<file path="src/rtl/spi_cmd_initiator.sv">
// SPI mode-0 master issuing header + payload command transactions.
// Every word shifted back on MISO is returned with its word index.
module spi_cmd_initiator #(
    parameter int word_bits = 16,
    parameter int CLK_DIV   = 2,
    parameter int GAP_CYC   = 8,
    parameter int LEN_BITS  = 4
) (
    input  logic                  CLK,
    input  logic                  resetn,
    input  logic                  cmd_valid,
    output logic                  cmd_ready,
    input  logic [7:0]            cmd_header,
    input  logic [word_bits-9:0]  cmd_arg,
    input  logic [LEN_BITS-1:0]   cmd_len,
    input  logic [word_bits-1:0]  tx_word,
    input  logic                  tx_valid,
    output logic                  tx_ready,
    output logic [word_bits-1:0]  rx_word,
    output logic                  rx_valid,
    output logic [LEN_BITS-1:0]   rx_idx,
    output logic                  done,
    output logic                  sck,
    output logic                  mosi,
    output logic                  cs_n,
    input  logic                  miso
);

    localparam int CW = $clog2(2 * CLK_DIV + GAP_CYC);
    localparam int BW = $clog2(word_bits);
    localparam logic [CW-1:0] DIV_M1   = CW'(CLK_DIV - 1);
    localparam logic [CW-1:0] PH_HI    = CW'(CLK_DIV);
    localparam logic [CW-1:0] PH_END   = CW'(2 * CLK_DIV - 1);
    localparam logic [CW-1:0] GAP_LAST = CW'(GAP_CYC - 1);
    localparam logic [CW-1:0] GAP_MORE = CW'((GAP_CYC > 1) ? GAP_CYC - 2 : 0);
    localparam logic [BW-1:0] BIT_END  = BW'(word_bits - 1);

    typedef enum logic [2:0] {
        S_IDLE, S_SETUP, S_SHIFT, S_GAP, S_FETCH, S_HOLD
    } state_t;

    state_t                 state_q, state_d;
    logic [CW-1:0]          cnt_q, cnt_d;
    logic [BW-1:0]          bit_q, bit_d;
    logic [LEN_BITS-1:0]    idx_q, idx_d;
    logic [LEN_BITS-1:0]    len_q, len_d;
    logic [word_bits-1:0]   sh_q, sh_d;
    logic [word_bits-1:0]   rxs_q, rxs_d;
    logic [word_bits-1:0]   rx_word_q, rx_word_d;
    logic [LEN_BITS-1:0]    rx_idx_q, rx_idx_d;
    logic                   rx_valid_q, rx_valid_d;
    logic                   done_q, done_d;
    logic                   cmd_ready_q, cmd_ready_d;
    logic                   sck_q, sck_d;
    logic                   mosi_q, mosi_d;
    logic                   cs_n_q, cs_n_d;
    logic                   last;

    always_comb begin
        state_d     = state_q;
        cnt_d       = cnt_q;
        bit_d       = bit_q;
        idx_d       = idx_q;
        len_d       = len_q;
        sh_d        = sh_q;
        rxs_d       = rxs_q;
        rx_word_d   = rx_word_q;
        rx_idx_d    = rx_idx_q;
        rx_valid_d  = 1'b0;
        done_d      = 1'b0;
        cmd_ready_d = 1'b0;
        tx_ready    = 1'b0;
        last        = (idx_q == len_q);
        unique case (state_q)
            S_IDLE: begin
                cmd_ready_d = 1'b1;
                if (cmd_valid && cmd_ready_q) begin
                    cmd_ready_d = 1'b0;
                    len_d       = cmd_len;
                    idx_d       = '0;
                    sh_d        = {cmd_header, cmd_arg};
                    cnt_d       = '0;
                    state_d     = S_SETUP;
                end
            end
            S_SETUP: begin
                if (cnt_q == DIV_M1) begin
                    cnt_d   = '0;
                    bit_d   = '0;
                    state_d = S_SHIFT;
                end else begin
                    cnt_d = cnt_q + 1'b1;
                end
            end
            S_SHIFT: begin
                if (cnt_q == PH_HI) begin
                    rxs_d = {rxs_q[word_bits-2:0], miso};
                end
                if (cnt_q == PH_END) begin
                    cnt_d = '0;
                    if (bit_q == BIT_END) begin
                        rx_word_d  = rxs_d;
                        rx_idx_d   = idx_q;
                        rx_valid_d = 1'b1;
                        // With a one-cycle gap the fetch cycle is the gap.
                        state_d = (!last && GAP_CYC == 1) ? S_FETCH : S_GAP;
                    end else begin
                        bit_d = bit_q + 1'b1;
                        sh_d  = {sh_q[word_bits-2:0], 1'b0};
                    end
                end else begin
                    cnt_d = cnt_q + 1'b1;
                end
            end
            S_GAP: begin
                if (cnt_q == (last ? GAP_LAST : GAP_MORE)) begin
                    cnt_d   = '0;
                    state_d = last ? S_HOLD : S_FETCH;
                end else begin
                    cnt_d = cnt_q + 1'b1;
                end
            end
            S_FETCH: begin
                if (tx_valid) begin
                    tx_ready = 1'b1;
                    sh_d     = tx_word;
                    idx_d    = idx_q + 1'b1;
                    cnt_d    = '0;
                    bit_d    = '0;
                    state_d  = S_SHIFT;
                end
            end
            S_HOLD: begin
                if (cnt_q == DIV_M1) begin
                    cnt_d   = '0;
                    done_d  = 1'b1;
                    state_d = S_IDLE;
                end else begin
                    cnt_d = cnt_q + 1'b1;
                end
            end
            default: state_d = S_IDLE;
        endcase
        // Pins are registered from the next-cycle view so they are glitch free.
        sck_d  = (state_d == S_SHIFT) && (cnt_d >= PH_HI);
        mosi_d = (state_d == S_SETUP || state_d == S_SHIFT) ?
                 sh_d[word_bits-1] : 1'b0;
        cs_n_d = (state_d == S_IDLE);
    end

    always_ff @(posedge CLK or negedge resetn) begin
        if (!resetn) begin
            state_q     <= S_IDLE;
            cnt_q       <= '0;
            bit_q       <= '0;
            idx_q       <= '0;
            len_q       <= '0;
            sh_q        <= '0;
            rxs_q       <= '0;
            rx_word_q   <= '0;
            rx_idx_q    <= '0;
            rx_valid_q  <= 1'b0;
            done_q      <= 1'b0;
            cmd_ready_q <= 1'b0;
            sck_q       <= 1'b0;
            mosi_q      <= 1'b0;
            cs_n_q      <= 1'b1;
        end else begin
            state_q     <= state_d;
            cnt_q       <= cnt_d;
            bit_q       <= bit_d;
            idx_q       <= idx_d;
            len_q       <= len_d;
            sh_q        <= sh_d;
            rxs_q       <= rxs_d;
            rx_word_q   <= rx_word_d;
            rx_idx_q    <= rx_idx_d;
            rx_valid_q  <= rx_valid_d;
            done_q      <= done_d;
            cmd_ready_q <= cmd_ready_d;
            sck_q       <= sck_d;
            mosi_q      <= mosi_d;
            cs_n_q      <= cs_n_d;
        end
    end

    assign cmd_ready = cmd_ready_q;
    assign rx_word   = rx_word_q;
    assign rx_valid  = rx_valid_q;
    assign rx_idx    = rx_idx_q;
    assign done      = done_q;
    assign sck       = sck_q;
    assign mosi      = mosi_q;
    assign cs_n      = cs_n_q;

endmodule

</file>
<file path="config.mk">
export PLATFORM = sky130hd
export DESIGN_NAME = spi_cmd_initiator
export DESIGN_NICKNAME = d
export VERILOG_FILES = /design/src/rtl/spi_cmd_initiator.sv
export SDC_FILE = /design/constraint.sdc
export NUM_CORES = 1
export LEC_CHECK = 0
export CAP_MARGIN = 20
export CELL_PAD_IN_SITES_DETAIL_PLACEMENT = 0
export CELL_PAD_IN_SITES_GLOBAL_PLACEMENT = 1
export CORE_MARGIN = 2
export CORE_UTILIZATION = 30
export DETAILED_ROUTE_END_ITERATION = 8
export HOLD_SLACK_MARGIN = 0.06
export PLACE_DENSITY = 0.65
export SYNTH_ARGS = -nofsm -noshare
export SYNTH_HDL_FRONTEND = slang
export SYNTH_SLANG_ARGS = --single-unit
</file>
<file path="constraint.sdc">
create_clock -name CLK -period 6 [get_ports CLK]
set_clock_uncertainty 0.05 [all_clocks]
set_input_delay 0.9 -clock CLK [delete_from_list [all_inputs] [get_ports CLK]]
set_output_delay 0.9 -clock CLK [all_outputs]
set_load 0.05 [all_outputs]
</file>
# Word-level counts from Yosys, hierarchy flattened
# Index checks and enable logic that the tools add are counted.
[word_totals] elab_cells=92 regBits=77 out_inout_bits=27 input_bits=41
[op_classes] eq_ne=18 muxes=40 reduce_logical=14 add_sub_neg=3 n_lt_le_gt_ge=1
[ops] op="16-bit two-way mux" n=5
[ops] op="16-bit case mux with 3 select lines" n=1
[ops] op="4-bit two-way mux" n=11
[ops] op="3-bit two-way mux" n=7
[ops] op="4-bit case mux with 5 select lines" n=1
[ops] op="3-bit case mux with 6 select lines" n=1
[ops] op="4-bit by 1-bit adder with 4-bit output, second input constant" n=3
[ops] op="1-bit two-way mux" n=12
[ops] op="4-bit case mux with 3 select lines" n=1
[ops] op="2-bit != test, second input constant" n=5
[ops] op="5-bit AND reduction" n=2
[ops] op="3-bit by 2-bit == test with 1-bit output, second input constant" n=3
[ops] op="4-bit by 2-bit == test with 1-bit output, second input constant" n=2
[ops] op="4-bit case mux with 2 select lines" n=1
[ops] op="3-bit by 1-bit == test with 1-bit output, second input constant" n=2
[ops] op="3-bit == test, second input constant" n=2
[ops] op="3-bit zero test" n=2
[ops] op="3-bit AND reduction" n=2
[ops] op="3-bit nonzero test" n=2
[ops] op="4-bit by 1-bit == test with 1-bit output, second input constant" n=1
[ops] op="4-bit by 3-bit == test with 1-bit output" n=1
[ops] op="4-bit == test" n=1
[ops] op="4-bit == test, second input constant" n=1
[ops] op="4-bit by 2-bit greater-or-equal comparator with 1-bit output, second input constant" n=1
[ops] op="other kinds (5)" n=6

# Logic depth before layout (Yosys ltp)
[logic_depth] ltp_word=8 depth_mapped=9 mapped_depth_nobuf=8

# Least setup slack after synthesis
# No wires, ideal clock.
[synth_timing] path_type="input to output" from="in tx_valid" to="out tx_ready" required_ns=5.050 arrival_ns=1.560 path_buffers=2 slack_ns=3.490 stages=3 cell_sequence="and3b_1 > clkbuf_1 > buf_2"
[synth_between] elab_chain_len=2
[synth_rtl] element="start, declared" line_no="17" text="input logic tx_valid,"
[synth_rtl] element="1-bit two-way mux" line_no="124" text="if (tx_valid) begin"
[synth_rtl] element="1-bit two-way mux" line_no="74" text="unique case (state_q)"
[synth_rtl] element="end, declared" line_no="18" text="output logic tx_ready,"
# No other way between the ends.

# Worst setup path in the final report
# Ends and elaborated chain as after synthesis.

==> impl_metrics.py <==
metrics = {
    "run_status": {
        "status": "complete, no violations",
    },
    "finish": {
        "finalCoreUtilization_pct": 40.0,
        "most-common-layout-cells": "76 x dfrtp_1, 66 x clkdlybuf4s50_1, 40 x nand2_1",
        "regArea_sq_um": 1930,
        "multi_input_area_sq_um": 1610,
        "final_common_cell": "dfrtp_1",
        "areaGrowthSynthToFinish_pct": 29.6,
        "fin_nets": 442,
        "fill_cells": 1186,
        "layout-drive-gt1-share_pct": 17.5,
        "antennaDiodeCount": 0,
    },
    "routing": {
        "first_iter_violations": 189,
        "drt-pass1-iter-count": 5,
        "avgViaCountPerCell": 4.64,
        "route.antenna.remaining_nets": 0,
        "drc": 0,
        "routedWlPerCell_um": 14.1,
        "num_vias": 2641,
        "finalWirelength_um": 8030,
    },
    "global_route": {
        "grt.total_usage_pct": 13.2,
        "antenna_found_initial": 0,
        "grt_pass1_vias": 2682,
        "grt.overflow.total": 0,
        "grt_first_pass_wirelength_um": 13500,
        "grt_max_degree": 78,
    },
    "critical_path": {
        "r2r-end": "mosi",
        "reg2reg_depth": 6,
        "arrival_ps": 2710,
        "critical_path_peak_fanout": 25,
        "regToRegStartpoint": "cnt_q[1]",
        "end_kind": "output pin",
        "criticalPathCategory": "primary input to output pin",
        "ff2ff_setup_slack_ps": 3350,
        "critPathRequiredTime_ps": 5050,
        "start_kind": "primary input",
    },
    "placement": {
        "hpwl_um": 5490,
        "gp_congestion": 0.762,
        "numPortBuffers": 67,
    },
    "clocking": {
        "clock-sinks": 77,
        "clock_path_buffers": 2,
        "clockRootBuffer": "clkbuf_16",
        "worstSkewPairLatency_ps": 330,
        "path_clk_slew_ps": 60,
        "cts_htree_levels": 3,
        "cts_tree": "done",
        "numCtsBuffers": 9,
        "holdBufCountCts": 0,
        "cts_resized": 0,
        "post_cts_buffers": 0,
    },
    "timing": {
        "fin_tns_setup_ps": 0,
        "max_freq_mhz": 273,
        "setup_violations": 0,
        "post-route-min-period_ps": 3660,
        "fin_crit_sh_pct": 61.1,
        "finalHoldViolCount": 0,
        "relSlewSlack_pct": 35.1,
        "drv_slew": 0,
        "rsz0062_at_grt": "false",
        "worstMarginPinSlew_ps": 974,
    },
    "yosys": {
        "yosysTopAreaCellShare_pct": 51.1,
        "synth_edf_count": 0,
        "synth_area_leaders": "dfrtp_1 51%, mux2_2 6.4%, mux2i_1 4.8%, a222oi_1 4.0%, nand2_1 4.0%",
        "ys_types": 59,
        "synth_top_area_cell": "dfrtp_1",
        "postSynth.asyncResetShare_pct": 100,
        "synth_sequential_area_ratio_pct": 51.8,
        "yosys_warnings": 0,
        "syn_nets": 378,
        "synth_flop_cell": "dfrtp_1",
        "syn_area_sq_um": 3720,
        "synth_seq_cells": 77,
        "synthCells": 332,
        "avgSynthCellArea_sq_um": 11.2,
    },
    "die": {
        "coreArea_sq_um": 12100,
        "std_cell_rows": 40,
        "dieArea_sq_um": 13300,
        "die-width_um": 115,
        "initial_core_util_pct": 30.9,
        "die_h_um": 115,
        "ios": 68,
    },
    "pwr": {
        "leakagePower_nw": 2.10,
        "p_per_area_nw_per_um2": 372,
        "vdd_drop_max_mv": 0.147,
    },
    "hold_path": {
        "hp-class": "flip-flop to flip-flop",
        "worstHoldPathCells": 2,
        "hold_start": "rx_idx[3]",
        "whs_endpoint": "rx_idx[3]",
    },
    "job": {
        "max-cap-violations": 0,
    },
}
[flip-flops by register name, summed over array words and instances, names as in the netlist]
name       count
cnt_q          4
state_q        3
len_q          4
rx_idx         4
cmd_ready      1
done           1
sh_q          16
idx_q          4
rxs_q         16
cs_n           1
rx_valid       1
bit_q          4
rx_word       16
sck            1
mosi           1
[synthesized netlist by cell type, drive strengths merged, types with 6 or more instances]
cell type / number
dfrtp: 76
nand2: 40
o21ai: 36
inv: 22
mux2: 21
mux2i: 18
buf: 17
a222oi: 15
nor2: 13
xor2: 8
a21oi: 6
[critical path, stage by stage]
cell and delay (ps):
clkdlybuf4s50_1 510, and3b_1 170, buf_4 270, clkdlybuf4s50_1 860
[power breakdown]
| group | total (W) | switching [W] | internal [W] |
|---|---|---|---|
| Combinational | 0.000573 | 0.000316 | 0.000257 |
| Sequential | 0.000721 | 0.000105 | 0.000617 |
| Clock | 0.000500 | 0.000210 | 0.000289 |
| Total | 0.00179 | 0.000632 | 0.00116 |
[cell families after synthesis]
group	count (synthesis)	share of synthesized area, %
XOR/XNOR	9	2.12
buffers and inverters	41	5.11
AND/OR/NAND/NOR	86	12.5
AO/OA/AOI/OAI	75	15.6
flip-flops	77	51.8
multiplexers	39	11.2
adder cells (fa/ha/maj)	5	1.68
[per-stage QoR]
step                      cells  instance area [sq um]  hold WS (ps)  worst slack, ps  power [W]
after global routing        569                   4830           460             2260    0.00192
after global placement      552                   4530           413             2340    0.00130
after CTS                   568                   4810           431             2330    0.00182
final                       569                   4830           426             2340    0.00179
after floorplan             332                   3720           420             3490    0.00116
after detailed placement    552                   4530           416             2350    0.00131
[cell type report]
cell class | count | share of cell area (%)
clock buffer | 10 | 4.95
clock inverter | 6 | 0.804
inverter | 22 | 1.71
multi-input combinational | 214 | 33.4
sequential | 77 | 39.9
tap | 168 | 4.35
timing repair buffer | 72 | 14.9
[per-layer routing]
| layer | GRT usage, % | vias up | share of wire (%) |
|---|---|---|---|
| met5 | 0 | - | 0 |
| met3 | 3.29 | 10 | 3.8 |
| met2 | 20.1 | 40 | 47 |
| met4 | 5.78 | 0 | 1.7 |
| met1 | 17.8 | 1285 | 48 |
| li1 | - | 1306 | - |
[how the worst max path moves through the flow]
stage	from	end	slack [ps]
final	tx_valid	tx_ready	2340
after global routing	tx_valid	tx_ready	2260
after CTS	tx_valid	tx_ready	2330
after detailed placement	tx_valid	tx_ready	2350
after global placement	tx_valid	tx_ready	2340
after floorplan	tx_valid	tx_ready	3490
(Power assumes the default switching activity.)
